==> src/rtl/sound_pkg.sv <==
// Shared sound package: register addresses, read masks, NR52 reserved bits.
package sound_pkg;

    localparam logic [15:0] SND_NR10_ADDR = 16'hFF10;
    localparam logic [15:0] SND_NR11_ADDR = 16'hFF11;
    localparam logic [15:0] SND_NR12_ADDR = 16'hFF12;
    localparam logic [15:0] SND_NR13_ADDR = 16'hFF13;
    localparam logic [15:0] SND_NR14_ADDR = 16'hFF14;
    localparam logic [15:0] SND_NR50_ADDR = 16'hFF24;
    localparam logic [15:0] SND_NR51_ADDR = 16'hFF25;
    localparam logic [15:0] SND_NR52_ADDR = 16'hFF26;

    localparam logic [7:0] SND_NR10_RMASK = 8'h80;
    localparam logic [7:0] SND_NR11_RMASK = 8'h3F;
    localparam logic [7:0] SND_NR12_RMASK = 8'h00;
    localparam logic [7:0] SND_NR13_RMASK = 8'hFF;
    localparam logic [7:0] SND_NR14_RMASK = 8'hBF;
    localparam logic [7:0] SND_NR50_RMASK = 8'h00;
    localparam logic [7:0] SND_NR51_RMASK = 8'h00;

    localparam logic [5:0] SND_NR52_RSVD = 6'b111000;
    localparam logic [7:0] SND_UNMAPPED = 8'hFF;

endpackage

==> src/rtl/sound_trigger_pulse.sv <==
// One-cycle trigger pulse from a decoded write strobe and data bit, gated by power.
module sound_trigger_pulse (
    input  logic i_clk,
    input  logic i_reset,
    input  logic i_strobe,
    input  logic i_bit,
    input  logic i_power,
    output logic o_pulse
);

    logic r_pulse;

    always_ff @(posedge i_clk) begin
        if (i_reset)
            r_pulse <= 1'b0;
        else
            r_pulse <= i_strobe & i_bit & i_power;
    end

    assign o_pulse = r_pulse;

endmodule

==> src/rtl/sound_ch1_regfile.sv <==
// Channel 1 + NR50/51/52 CPU register file.
// Optional macro SOUND_READMASK_EN applies DMG read OR-masks.
module sound_ch1_regfile
    import sound_pkg::*;
(
    input  logic        iClock,
    input  logic        iReset,
    input  logic [15:0] iAddr,
    input  logic        iWe,
    input  logic [7:0]  iData,
    output logic [7:0]  oData,
    output logic [7:0]  oNR10,
    output logic [7:0]  oNR11,
    output logic [7:0]  oNR12,
    output logic [7:0]  oNR13,
    output logic [7:0]  oNR14,
    output logic [7:0]  oNR50,
    output logic [7:0]  oNR51,
    input  logic        iCh1On,
    output logic        oPowerOn
);

`ifdef SOUND_READMASK_EN
    localparam logic [7:0] RM10 = SND_NR10_RMASK;
    localparam logic [7:0] RM11 = SND_NR11_RMASK;
    localparam logic [7:0] RM12 = SND_NR12_RMASK;
    localparam logic [7:0] RM13 = SND_NR13_RMASK;
    localparam logic [7:0] RM14 = SND_NR14_RMASK;
    localparam logic [7:0] RM50 = SND_NR50_RMASK;
    localparam logic [7:0] RM51 = SND_NR51_RMASK;
`else
    localparam logic [7:0] RM10 = 8'h00;
    localparam logic [7:0] RM11 = 8'h00;
    localparam logic [7:0] RM12 = 8'h00;
    localparam logic [7:0] RM13 = 8'h00;
    localparam logic [7:0] RM14 = 8'h00;
    localparam logic [7:0] RM50 = 8'h00;
    localparam logic [7:0] RM51 = 8'h00;
`endif

    logic [7:0] r_nr10;
    logic [7:0] r_nr11;
    logic [7:0] r_nr12;
    logic [7:0] r_nr13;
    logic [6:0] r_nr14;
    logic [7:0] r_nr50;
    logic [7:0] r_nr51;
    logic       r_power;
    logic [7:0] r_data;

    logic       w_wr_nr52;
    logic       w_wr_nr14;
    logic       w_wr_en;
    logic       w_trig;
    logic [7:0] w_rdata;

    assign w_wr_nr52 = iWe && (iAddr == SND_NR52_ADDR);
    assign w_wr_nr14 = iWe && (iAddr == SND_NR14_ADDR);
    assign w_wr_en   = iWe && r_power;

    // NR52 is always writable; a power-off write wipes the rest on the same edge.
    always_ff @(posedge iClock) begin
        if (iReset) begin
            r_nr10  <= 8'h00;
            r_nr11  <= 8'h00;
            r_nr12  <= 8'h00;
            r_nr13  <= 8'h00;
            r_nr14  <= 7'h00;
            r_nr50  <= 8'h00;
            r_nr51  <= 8'h00;
            r_power <= 1'b0;
        end else if (w_wr_nr52) begin
            r_power <= iData[7];
            if (!iData[7]) begin
                r_nr10 <= 8'h00;
                r_nr11 <= 8'h00;
                r_nr12 <= 8'h00;
                r_nr13 <= 8'h00;
                r_nr14 <= 7'h00;
                r_nr50 <= 8'h00;
                r_nr51 <= 8'h00;
            end
        end else if (w_wr_en) begin
            case (iAddr)
                SND_NR10_ADDR: r_nr10 <= iData;
                SND_NR11_ADDR: r_nr11 <= iData;
                SND_NR12_ADDR: r_nr12 <= iData;
                SND_NR13_ADDR: r_nr13 <= iData;
                SND_NR14_ADDR: r_nr14 <= iData[6:0];
                SND_NR50_ADDR: r_nr50 <= iData;
                SND_NR51_ADDR: r_nr51 <= iData;
                default: ;
            endcase
        end
    end

    sound_trigger_pulse u_trig (
        .i_clk    (iClock),
        .i_reset  (iReset),
        .i_strobe (w_wr_nr14),
        .i_bit    (iData[7]),
        .i_power  (r_power),
        .o_pulse  (w_trig)
    );

    always_comb begin
        w_rdata = SND_UNMAPPED;
        case (iAddr)
            SND_NR10_ADDR: w_rdata = r_nr10 | RM10;
            SND_NR11_ADDR: w_rdata = r_nr11 | RM11;
            SND_NR12_ADDR: w_rdata = r_nr12 | RM12;
            SND_NR13_ADDR: w_rdata = r_nr13 | RM13;
            SND_NR14_ADDR: w_rdata = {1'b0, r_nr14} | RM14;
            SND_NR50_ADDR: w_rdata = r_nr50 | RM50;
            SND_NR51_ADDR: w_rdata = r_nr51 | RM51;
            SND_NR52_ADDR: w_rdata = {r_power, SND_NR52_RSVD, iCh1On};
            default:       w_rdata = SND_UNMAPPED;
        endcase
    end

    always_ff @(posedge iClock) begin
        if (iReset)
            r_data <= SND_UNMAPPED;
        else
            r_data <= w_rdata;
    end

    assign oData    = r_data;
    assign oNR10    = r_nr10;
    assign oNR11    = r_nr11;
    assign oNR12    = r_nr12;
    assign oNR13    = r_nr13;
    assign oNR14    = {w_trig, r_nr14};
    assign oNR50    = r_nr50;
    assign oNR51    = r_nr51;
    assign oPowerOn = r_power;

endmodule

==> config.mk <==
export PLATFORM = sky130hd
export DESIGN_NAME = sound_ch1_regfile
export DESIGN_NICKNAME = d
export VERILOG_FILES = /design/src/rtl/sound_pkg.sv /design/src/rtl/sound_trigger_pulse.sv /design/src/rtl/sound_ch1_regfile.sv
export SDC_FILE = /design/constraint.sdc
export NUM_CORES = 1
export LEC_CHECK = 0
export ABC_AREA = 1
export CORE_UTILIZATION = 35
export DETAILED_ROUTE_END_ITERATION = 8
export PLACE_DENSITY_LB_ADDON = 0.08
export RECOVER_POWER = 100
export SYNTH_ARGS = -nofsm -noshare
export SYNTH_HDL_FRONTEND = slang
export SYNTH_SLANG_ARGS = --single-unit
==> constraint.sdc <==
create_clock -name iClock -period 1.91 [get_ports iClock]
set_input_delay 0.382 -clock iClock [delete_from_list [all_inputs] [get_ports iClock]]
set_output_delay 0.382 -clock iClock [all_outputs]
set_load 0.05 [all_outputs]
==> results.md, run 1 <==
* CTS Hold Bufs at 0
* Synthesized area at 3430 sq um
* Max Clock Freq at 533 MHz
* Die footprint at 10,200 sq um
* WL per Instance at 14.2 um
* Outcome: complete, no violations
* Synth warnings at 0
* Max cap viols at 0
* Part of the cycle the worst path needs at 98.3%
* Relative slew slack at 58.0%
* Nets@finish at 716
* Post-synth EDFFs at 0
* DR pass1 iterations at 6
* # clock sinks at 65
* CTS tree: built
* Setup violators final at 0
* Via density at 4.80
* Final GP Congestion at 0.849
* Syn Inst Count at 550
* PortBufs at 92
* Post-synthesis cell type count at 23
* Post-synth top area share at 38.0%
* CTS Root Cell: clkbuf_8
* CP arrival at 2.11 ns
* Grt total ovfl at 0
* Yosys top cell by area: dfxtp_1
* CTS Buf Count at 9
* Async set or reset register ratio after synthesis at 0%
* Cell Rows at 35
* First-pass GRT wire length at 16.9 mm
* Largest net degree at the start of global routing at 44
* Worst Hold Class: flip-flop to flip-flop
* Core Area at 9370 sq um
* Commonest cells post-synth: nand2_1, nor2_1, dfxtp_1
* Worst Setup Start Kind: primary input
* Sequential fraction of the synthesis area at 38.0%
* Die Y at 101 um
* Initial Utilization at 36.6%
* Die Width at 101 um
* Clock buffer depth at 2
* Area contributors post-synth: dfxtp_1, nand2_1, nor2_1
* Synth-to-layout area growth at 44.8%
* Sequential power share at 53.5%
* Post-synth top flop: dfxtp_1
* Dpl hpwl at 8.01 mm
* Sw Share at 25.3%
* I/O pin count at 93
* Fin cells at 820
* Residual DRC at 0
* Minimum clock period at 1.88 ns
* Max VDD drop at 0.252 mV
* Starting DRC count in detailed routing at 126
* H-tree Lvls at 3
* Top-count cell post-synth: nand2_1
* Clock skew at 0.00576 ns
* Clock Power Share at 38.9%
* Placed cells at 790
* Combinational power share at 7.7%
* NetSw at 0.000640 W
* Crit-path max FO at 7
* Syn avg cell area at 6.23 sq um
* Layout cells sized above 1 at 17.2%
* P_leak at 2.35 nW
* GRT Util Overall at 21.9%
* Req. time, crit path at 2.14 ns
* Initial antenna violation count at 0
* Reg clk slew, reported paths at 0.07 ns
* Crit Path Category: primary input to flip-flop
* Post-Syn Nets at 578
* Seq cells post-synth at 65
* Post-route ant nets at 0
* Clk_lat worst skew at 0.34 ns
* Nature of the critical path endpoint: flip-flop
* Final Hold Fails at 0
* Cell Int Power at 0.00189 W
* Setup TNS at 0 ns
* Final WL at 11.7 mm
* Worst-Margin Slew at 0.632 ns
* Vias in the first global route at 3,382
* PwrDens at 510 nW/um^2
* Antenna cells at 0
* Fin. max-slew vios at 0
* Routed vias at 3,933
-- final cells by class --
class,instances,area (sq um)
Clock buffer,10,128
Clock inverter,4,22.5
Fill cell,984,4410
Inverter,62,240
Multi-Input combinational cell,402,1910
Sequential cell,65,1300
Tap cell,129,161
Timing Repair Buffer,148,1200
-- placed cells by master (no fill, tap or decap) --
cell type / netlist / layout
a21oi_1: 25 / 25
buf_12: 0 / 7
buf_4: 5 / 39
buf_6: 6 / 3
buf_8: 0 / 2
clkbuf_1: 2 / 57
clkbuf_16: 0 / 4
clkbuf_4: 0 / 1
clkbuf_8: 0 / 9
clkdlybuf4s50_1: 0 / 26
clkinv_2: 0 / 3
clkinvlp_4: 0 / 1
dfxtp_1: 65 / 65
dlymetal6s2s_1: 0 / 10
inv_1: 60 / 60
inv_2: 2 / 1
inv_8: 0 / 1
nand2_1: 160 / 151
nand2_2: 7 / 10
nand2_4: 0 / 7
nand2_8: 0 / 1
nand3_1: 59 / 59
nand3_4: 1 / 3
nand4_1: 12 / 12
nor2_1: 115 / 105
nor2_2: 9 / 16
nor2_4: 1 / 4
nor3_1: 1 / 1
nor4_1: 1 / 1
o21ai_2: 4 / 4
o21ai_4: 0 / 3
-- metrics by stage --
| stage | hold WS, ns | power [W] | utilization, % | instance area [sq um] | worst slack [ns] |
|---|---|---|---|---|---|
| after global routing | 0.543 | 0.00262 | 53.0 | 4960 | -0.0421 |
| after detailed placement | 0.513 | 0.00157 | 48.8 | 4580 | -0.455 |
| after CTS | 0.522 | 0.00253 | 50.8 | 4760 | 0.00193 |
| after global placement | 0.506 | 0.00157 | 48.8 | 4580 | -0.375 |
| final | 0.521 | 0.00253 | 53.0 | 4960 | 0.0323 |
| after floorplan | 0.451 | 0.00146 | - | 3430 | 0.174 |
-- flip-flops by register name, summed over array words and instances (netlist names) --
register        cells
oNR51               8
oNR10               8
u_trig.o_pulse      1
oNR12               8
r_nr14              7
oNR11               8
oPowerOn            1
oData               8
oNR13               8
oNR50               8
-- per-layer routing --
metal / GRT usage (%) / share of wire, % / up-vias
met5: 0 / 0 / -
met4: 8.70 / 2.6 / 0
met3: 3.95 / 6.0 / 24
met2: 35.2 / 47 / 141
met1: 29.1 / 44 / 1781
li1: - / - / 1987
-- worst paths after layout --
kind / start / to / slack (ns) / depth (start not counted)
worst min register to register: oNR51[6] / oNR51[6] / 0.52 / 2
worst max register to register: oPowerOn / oNR12[1] / 0.32 / 6
worst min-delay path: oNR51[6] / oNR51[6] / 0.52 / 2
worst max-delay path: iAddr[9] / oNR11[0] / 0.03 / 14
-- power by group through the flow --
stage / logic (W) / clock network [W] / registers (W)
2_1_floorplan: 0.0000707 / 0 / 0.00139
3_3_place_gp: 0.000185 / 0 / 0.00139
3_5_place_dp: 0.000183 / 0 / 0.00139
4_1_cts: 0.000185 / 0.000991 / 0.00135
5_1_grt: 0.000212 / 0.00106 / 0.00135
6_report: 0.000194 / 0.000984 / 0.00135
-- cells by family (layout without fill, tap and decap cells) --
family / count (synthesis) / in the layout / share of synthesized area (%)
and+or+nand+nor: 367 / 370 / 45.3
AOI/OAI and AO/OA: 32 / 32 / 5.11
buffers and inverters: 86 / 224 / 11.6
DFF: 65 / 65 / 38.0
-- critical path, cell delays in order --
cell             delay, ns
clkdlybuf4s50_1       0.46
nand2_1               0.05
inv_1                 0.06
nand2_2               0.06
nor2_4                0.12
buf_12                0.15
nand2_8               0.07
inv_8                 0.06
nand3_4               0.21
nand2_4               0.19
buf_6                 0.15
nand2_2               0.05
nand2_1               0.05
nor2_1                0.04
-- repair_timing --
| action | CTS | global route |
|---|---|---|
| cloned | 0 | 7 |
| buffers inserted | 2 | 7 |
| gates resized for setup | 4 | 63 |
| pin swaps | 1 | 18 |
| setup endpoints to repair | 42 | 63 |
No activity file was read; power rests on OpenSTA's default activity.
==> inputs of run 2 (changes only) <==
--- a/config.mk
+++ b/config.mk
@@ -6,6 +6,7 @@
 export NUM_CORES = 1
 export LEC_CHECK = 0
 export ABC_AREA = 1
+export CORE_ASPECT_RATIO = 0.5
 export CORE_UTILIZATION = 35
 export DETAILED_ROUTE_END_ITERATION = 8
 export PLACE_DENSITY_LB_ADDON = 0.08
==> results.md, run 2 (synthesized netlist as in run 1, its figures left out) <==
* Final WL at 11.8 mm (+0.83%)
* Clock Power Share at 49.8% (+11 points)
* Antenna cells at 0 (unchanged)
* Pre-CTS WS at -0.327 ns (+0.128 ns)
* Final GP Congestion at 0.821 (-3.3%)
* Clk_lat worst skew at 0.34 ns (about the same)
* CTS Hold Bufs at 0 (unchanged)
* Post-layout util at 54.0% (+1.0 points)
* Max VDD drop at 0.413 mV (+64%)
* CTS Buf Count at 9 (unchanged)
* Min-delay src: oNR51[5]
* CTS Root Cell: clkbuf_16
* Post-route ant nets at 0 (unchanged)
* Fin. max-slew vios at 0 (unchanged)
* Outcome: complete, no violations
* Hold worst-path end: oNR51[5]
* Sw Share at 24.7% (-0.54 points)
* Cell Rows at 25 (-29%)
* Reg-to-Reg End: oNR13[0]
* Unrepaired setup endpoints after global routing: yes
* Worst Hold Class: flip-flop to flip-flop
* Setup violators final at 0 (unchanged)
* Req. time, crit path at 2.19 ns (+0.05 ns)
* Dpl hpwl at 8.43 mm (+5.2%)
* NetSw at 0.000769 W (+20%)
* Worst-Margin Slew at 0.615 ns (-0.0172 ns)
* Reg-to-reg startpoint: oPowerOn
* Worst hold stages at 2 (unchanged)
* PwrDens at 608 nW/um^2 (+19%)
* Nature of the critical path endpoint: flip-flop
* GRT Util Overall at 22.6% (+0.73 points)
* Synth-to-layout area growth at 49.2%
* Initial Utilization at 36.2% (-0.41 points)
* First-pass GRT wire length at 17.4 mm (+2.7%)
* Clock buffer depth at 2 (unchanged)
* DR pass1 iterations at 5 (-1)
* Starting DRC count in detailed routing at 197 (+56%)
* Die footprint at 10,200 sq um (+0.24%)
* Final WS setup at 0.0587 ns (+0.0263 ns)
* WL per Instance at 14.2 um (-0.38%)
* # clock sinks at 65 (unchanged)
* Worst Setup Start Kind: primary input
* PortBufs at 92 (unchanged)
* Die Y at 72.0 um (-29%)
* Largest net degree at the start of global routing at 31 (-30%)
* Max Clock Freq at 540 MHz (+1.4%)
* I/O pin count at 93 (unchanged)
* Commonest non-fill, non-tap cell in the layout: nand2_1
* Grt total ovfl at 0 (unchanged)
* Worst reg2reg path depth at 7 (+1)
* Fin cells at 830 (+1.2%)
* CTS tree: built
* Minimum clock period at 1.85 ns (-0.0263 ns)
* Placed cells at 804 (+1.8%)
* Crit-path max FO at 7 (unchanged)
* Sequential power share at 43.6% (-9.9 points)
* Worst hold slack at 0.513 ns (-0.00780 ns)
* Initial antenna violation count at 0 (unchanged)
* Layout cells sized above 1 at 18.1% (+0.91 points)
* Combinational power share at 6.6% (-1.1 points)
* Final Hold Fails at 0 (unchanged)
* Routed vias at 3,875 (-1.5%)
* H-tree Lvls at 3 (unchanged)
* P_leak at 2.40 nW (+2.1%)
* Vias in the first global route at 3,281 (-3.0%)
* Die Width at 142 um (+41%)
* Via density at 4.67 (-2.7%)
* Reg clk slew, reported paths at 0.06 ns (about the same)
* Commonest cells after routing, fill and taps aside: nand2_1, nor2_1, dfxtp_1
* Part of the cycle the worst path needs at 96.9% (-1.4 points)
* Residual DRC at 0 (unchanged)
* Crit Path Category: primary input to flip-flop
* Number of fill cells in the layout at 995 (+1.1%)
* Clock skew at 0.00629 ns (+0.000537 ns)
* Max cap viols at 0 (unchanged)
* Cell Int Power at 0.00234 W (+24%)
* Slack of the worst reg-to-reg path at 0.55 ns (+0.23 ns)
* CP arrival at 2.13 ns (+0.02 ns)
* Nets@finish at 718 (+0.28%)
* Relative slew slack at 59.2% (+1.1 points)
* Core Area at 9480 sq um (+1.1%)
==> run 2: layer usage <==
| metal | track usage, % | part of all wire [%] |
|---|---|---|
| met2 | 32.8 | 41 |
| met3 | 5.61 | 7.0 |
| met5 | 0 | 0 |
| met4 | 5.50 | 0.48 |
| met1 | 33.3 | 51 |
==> run 2: worst max-delay path, stage by stage <==
cell             delay (ns)
clkdlybuf4s50_1        0.48
inv_1                  0.04
nor2_1                 0.11
nand2_2                0.09
buf_4                  0.15
nor2_2                 0.15
nand2_2                0.10
inv_1                  0.24
nand2_1                0.13
nand2_1                0.13
nor2_1                 0.06
nand3_1                0.07
==> run 2: cell type report <==
class                   count  area [sq um]  share of cell area, %
flip-flops and latches     65          1300                   25.4
clock inverters             7          56.3                   1.10
repair buffers            151          1250                   24.4
well taps                 135           169                   3.30
clock buffers               9           225                   4.40
inverters                  62           235                   4.60
multi-input cells         401          1880                   36.7
==> run 2: worst max-delay path by stage <==
| stage | from | slack [ns] | to |
|---|---|---|---|
| after floorplan | oPowerOn | 0.17 | oNR12[1] |
| after global placement | iAddr[5] | -0.30 | oData[1] |
| after detailed placement | iAddr[13] | -0.33 | oNR11[7] |
| after CTS | iAddr[13] | 0.01 | oNR11[7] |
| after global routing | iAddr[5] | -0.04 | oNR11[7] |
| final | iAddr[5] | 0.06 | oData[1] |
==> run 2: through the flow <==
step                setup TNS (ns)  power [W]  area [sq um]
floorplan                        0    0.00146          3430
global placement            -15.90    0.00158          4720
detailed placement          -16.92    0.00158          4720
CTS                              0    0.00313          5000
global route                -0.295    0.00321          5120
finish                           0    0.00311          5120
==> run 2: power by group through the flow <==
| stage | combinational, W | clock (W) | sequential [W] |
|---|---|---|---|
| detailed placement | 0.000194 | 0 | 0.00139 |
| global placement | 0.000194 | 0 | 0.00139 |
| global route | 0.000223 | 0.00163 | 0.00135 |
| finish | 0.000207 | 0.00155 | 0.00136 |
| CTS | 0.000194 | 0.00158 | 0.00136 |
| floorplan | 0.0000707 | 0 | 0.00139 |
==> run 2: timing repair <==
action,CTS,global route
endpoints found under the setup margin,0,63
gates resized for setup,0,50
setup buffers,0,3
==> inputs of run 3 (changes only) <==
==> constraint.sdc (replaced) <==
create_clock -name iClock -period 1.7 [get_ports iClock]
set_input_delay 0.34 -clock iClock [delete_from_list [all_inputs] [get_ports iClock]]
set_output_delay 0.34 -clock iClock [all_outputs]
set_load 0.05 [all_outputs]
==> results.md, run 3 (synthesized netlist as in run 1, its figures left out) <==
* Req. time, crit path at 1.92 ns (-0.27 ns)
* Relative slew slack at 58.8% (-0.43 points)
* WL per Instance at 14.8 um (+4.2%)
* Synth-to-layout area growth at 46.3%
* CTS Buf Count at 9 (unchanged)
* Worst Setup Start Kind: primary input
* Clock buffer depth at 2 (unchanged)
* Die Y at 72.0 um (unchanged)
* Cell Rows at 25 (unchanged)
* Clk_lat worst skew at 0.33 ns (about the same)
* Reg clk slew, reported paths at 0.05 ns (about the same)
* Residual DRC at 0 (unchanged)
* Worst Hold Class: flip-flop to flip-flop
* Dpl hpwl at 8.54 mm (+1.3%)
* Pre-CTS WS at -0.510 ns (-0.183 ns)
* PortBufs at 92 (unchanged)
* Grt total ovfl at 0 (unchanged)
* Antenna cells at 0 (unchanged)
* Layout cells sized above 1 at 20.7% (+2.6 points)
* Via density at 4.74 (+1.5%)
* Max cap viols at 0 (unchanged)
* Minimum clock period at 1.62 ns
* GRT Util Overall at 24.7% (+2.1 points)
* Final WL at 12.3 mm (+4.2%)
* First-pass GRT wire length at 18.9 mm (+8.8%)
* Clock skew at 0.00642 ns (+0.000130 ns)
* Part of the cycle the worst path needs at 95.3%
* Crit-path max FO at 7 (unchanged)
* Largest net degree at the start of global routing at 34 (+9.7%)
* Max Clock Freq at 617 MHz
* Die footprint at 10,200 sq um (unchanged)
* Fin. max-slew vios at 0 (unchanged)
* CTS tree: built
* Nature of the critical path endpoint: flip-flop
* # clock sinks at 65 (unchanged)
* Die Width at 142 um (unchanged)
* Setup TNS at 0 ns (unchanged)
* H-tree Lvls at 3 (unchanged)
* Core Area at 9480 sq um (unchanged)
* Crit Path Category: primary input to flip-flop
* Commonest non-fill, non-tap cell in the layout: nand2_1
* PwrDens at 725 nW/um^2 (+19%)
* Initial antenna violation count at 0 (unchanged)
* Nets@finish at 719 (+0.14%)
* Final GP Congestion at 0.841 (+2.4%)
* Unrepaired setup endpoints after global routing: no
* P_leak at 2.43 nW (+1.2%)
* Max VDD drop at 0.435 mV (+5.4%)
* Routed vias at 3,932 (+1.5%)
* Post-route ant nets at 0 (unchanged)
* CP arrival at 1.84 ns (-0.29 ns)
* CTS Hold Bufs at 0 (unchanged)
* Starting DRC count in detailed routing at 254 (+29%)
* Outcome: complete, no violations
* Vias in the first global route at 3,494 (+6.5%)
* Final WS setup at 0.0801 ns (+0.0214 ns)
* Commonest cells after routing, fill and taps aside: nand2_1, nor2_1, dfxtp_1
* Initial Utilization at 36.2% (unchanged)
* I/O pin count at 93 (unchanged)
* Setup violators final at 0 (unchanged)
* CTS Root Cell: clkbuf_16
* Final Hold Fails at 0 (unchanged)
* DR pass1 iterations at 4 (-1)
* Worst-Margin Slew at 0.621 ns (+0.00641 ns)
## run 3: per-stage QoR
stage	util (%)	instance area (sq um)	power, W	hold slack [ns]	instances
after floorplan	-	3430	0.00164	0.402	550
after global placement	49.1	4660	0.00177	0.484	802
after detailed placement	49.1	4660	0.00177	0.488	802
after CTS	54.7	5180	0.00365	0.496	826
after global routing	52.9	5010	0.00375	0.511	830
final	52.9	5010	0.00363	0.501	830
## run 3: final cells by class
| class | instances | area (sq um) |
|---|---|---|
| clock buffer | 12 | 256 |
| clock inverter | 3 | 40.0 |
| fill | 1015 | 4460 |
| inverter | 62 | 235 |
| multi-input combinational | 401 | 1880 |
| sequential | 65 | 1300 |
| tap | 135 | 169 |
| timing repair buffer | 152 | 1130 |
## run 3: power by group
part           total [W]  internal (W)  leakage, nW  switching (W)
combinational   0.000231      0.000101         1.75       0.000129
sequential       0.00152       0.00152        0.524   0.0000000230
clock            0.00188       0.00120        0.148       0.000677
total            0.00363       0.00283         2.43       0.000806
## run 3: path summary, 6_finish.rpt
check / startpoint / to / slack [ns] / cells past startpoint
worst min register to register: oPowerOn / oPowerOn / 0.50 / 2
worst max-delay path: iAddr[6] / oData[4] / 0.08 / 11
worst max register to register: oPowerOn / oNR10[0] / 0.33 / 7
worst min-delay path: oPowerOn / oPowerOn / 0.50 / 2
## run 3: worst max-delay path: stages
cell and delay, ns:
dlygate4sd2_1 0.26, nor2_4 0.05, buf_4 0.13, nand2_4 0.14, nor2_4 0.06, buf_4 0.13, buf_4 0.15, nand3_1 0.08
nand4_1 0.26, nor2_1 0.18, nand2_1 0.06
## run 3: metal layers
metal  track usage (%)  routed length [um]
met5                 0                   0
met4              6.57                 145
met3              5.02                 842
met2              37.2                5170
met1              36.0                6100
## run 3: repair_timing
item	in CTS	in global routing
gates cloned	4	1
resized for setup	62	15
setup endpoints to repair	63	63
pin swaps	20	12
buffers inserted	5	3
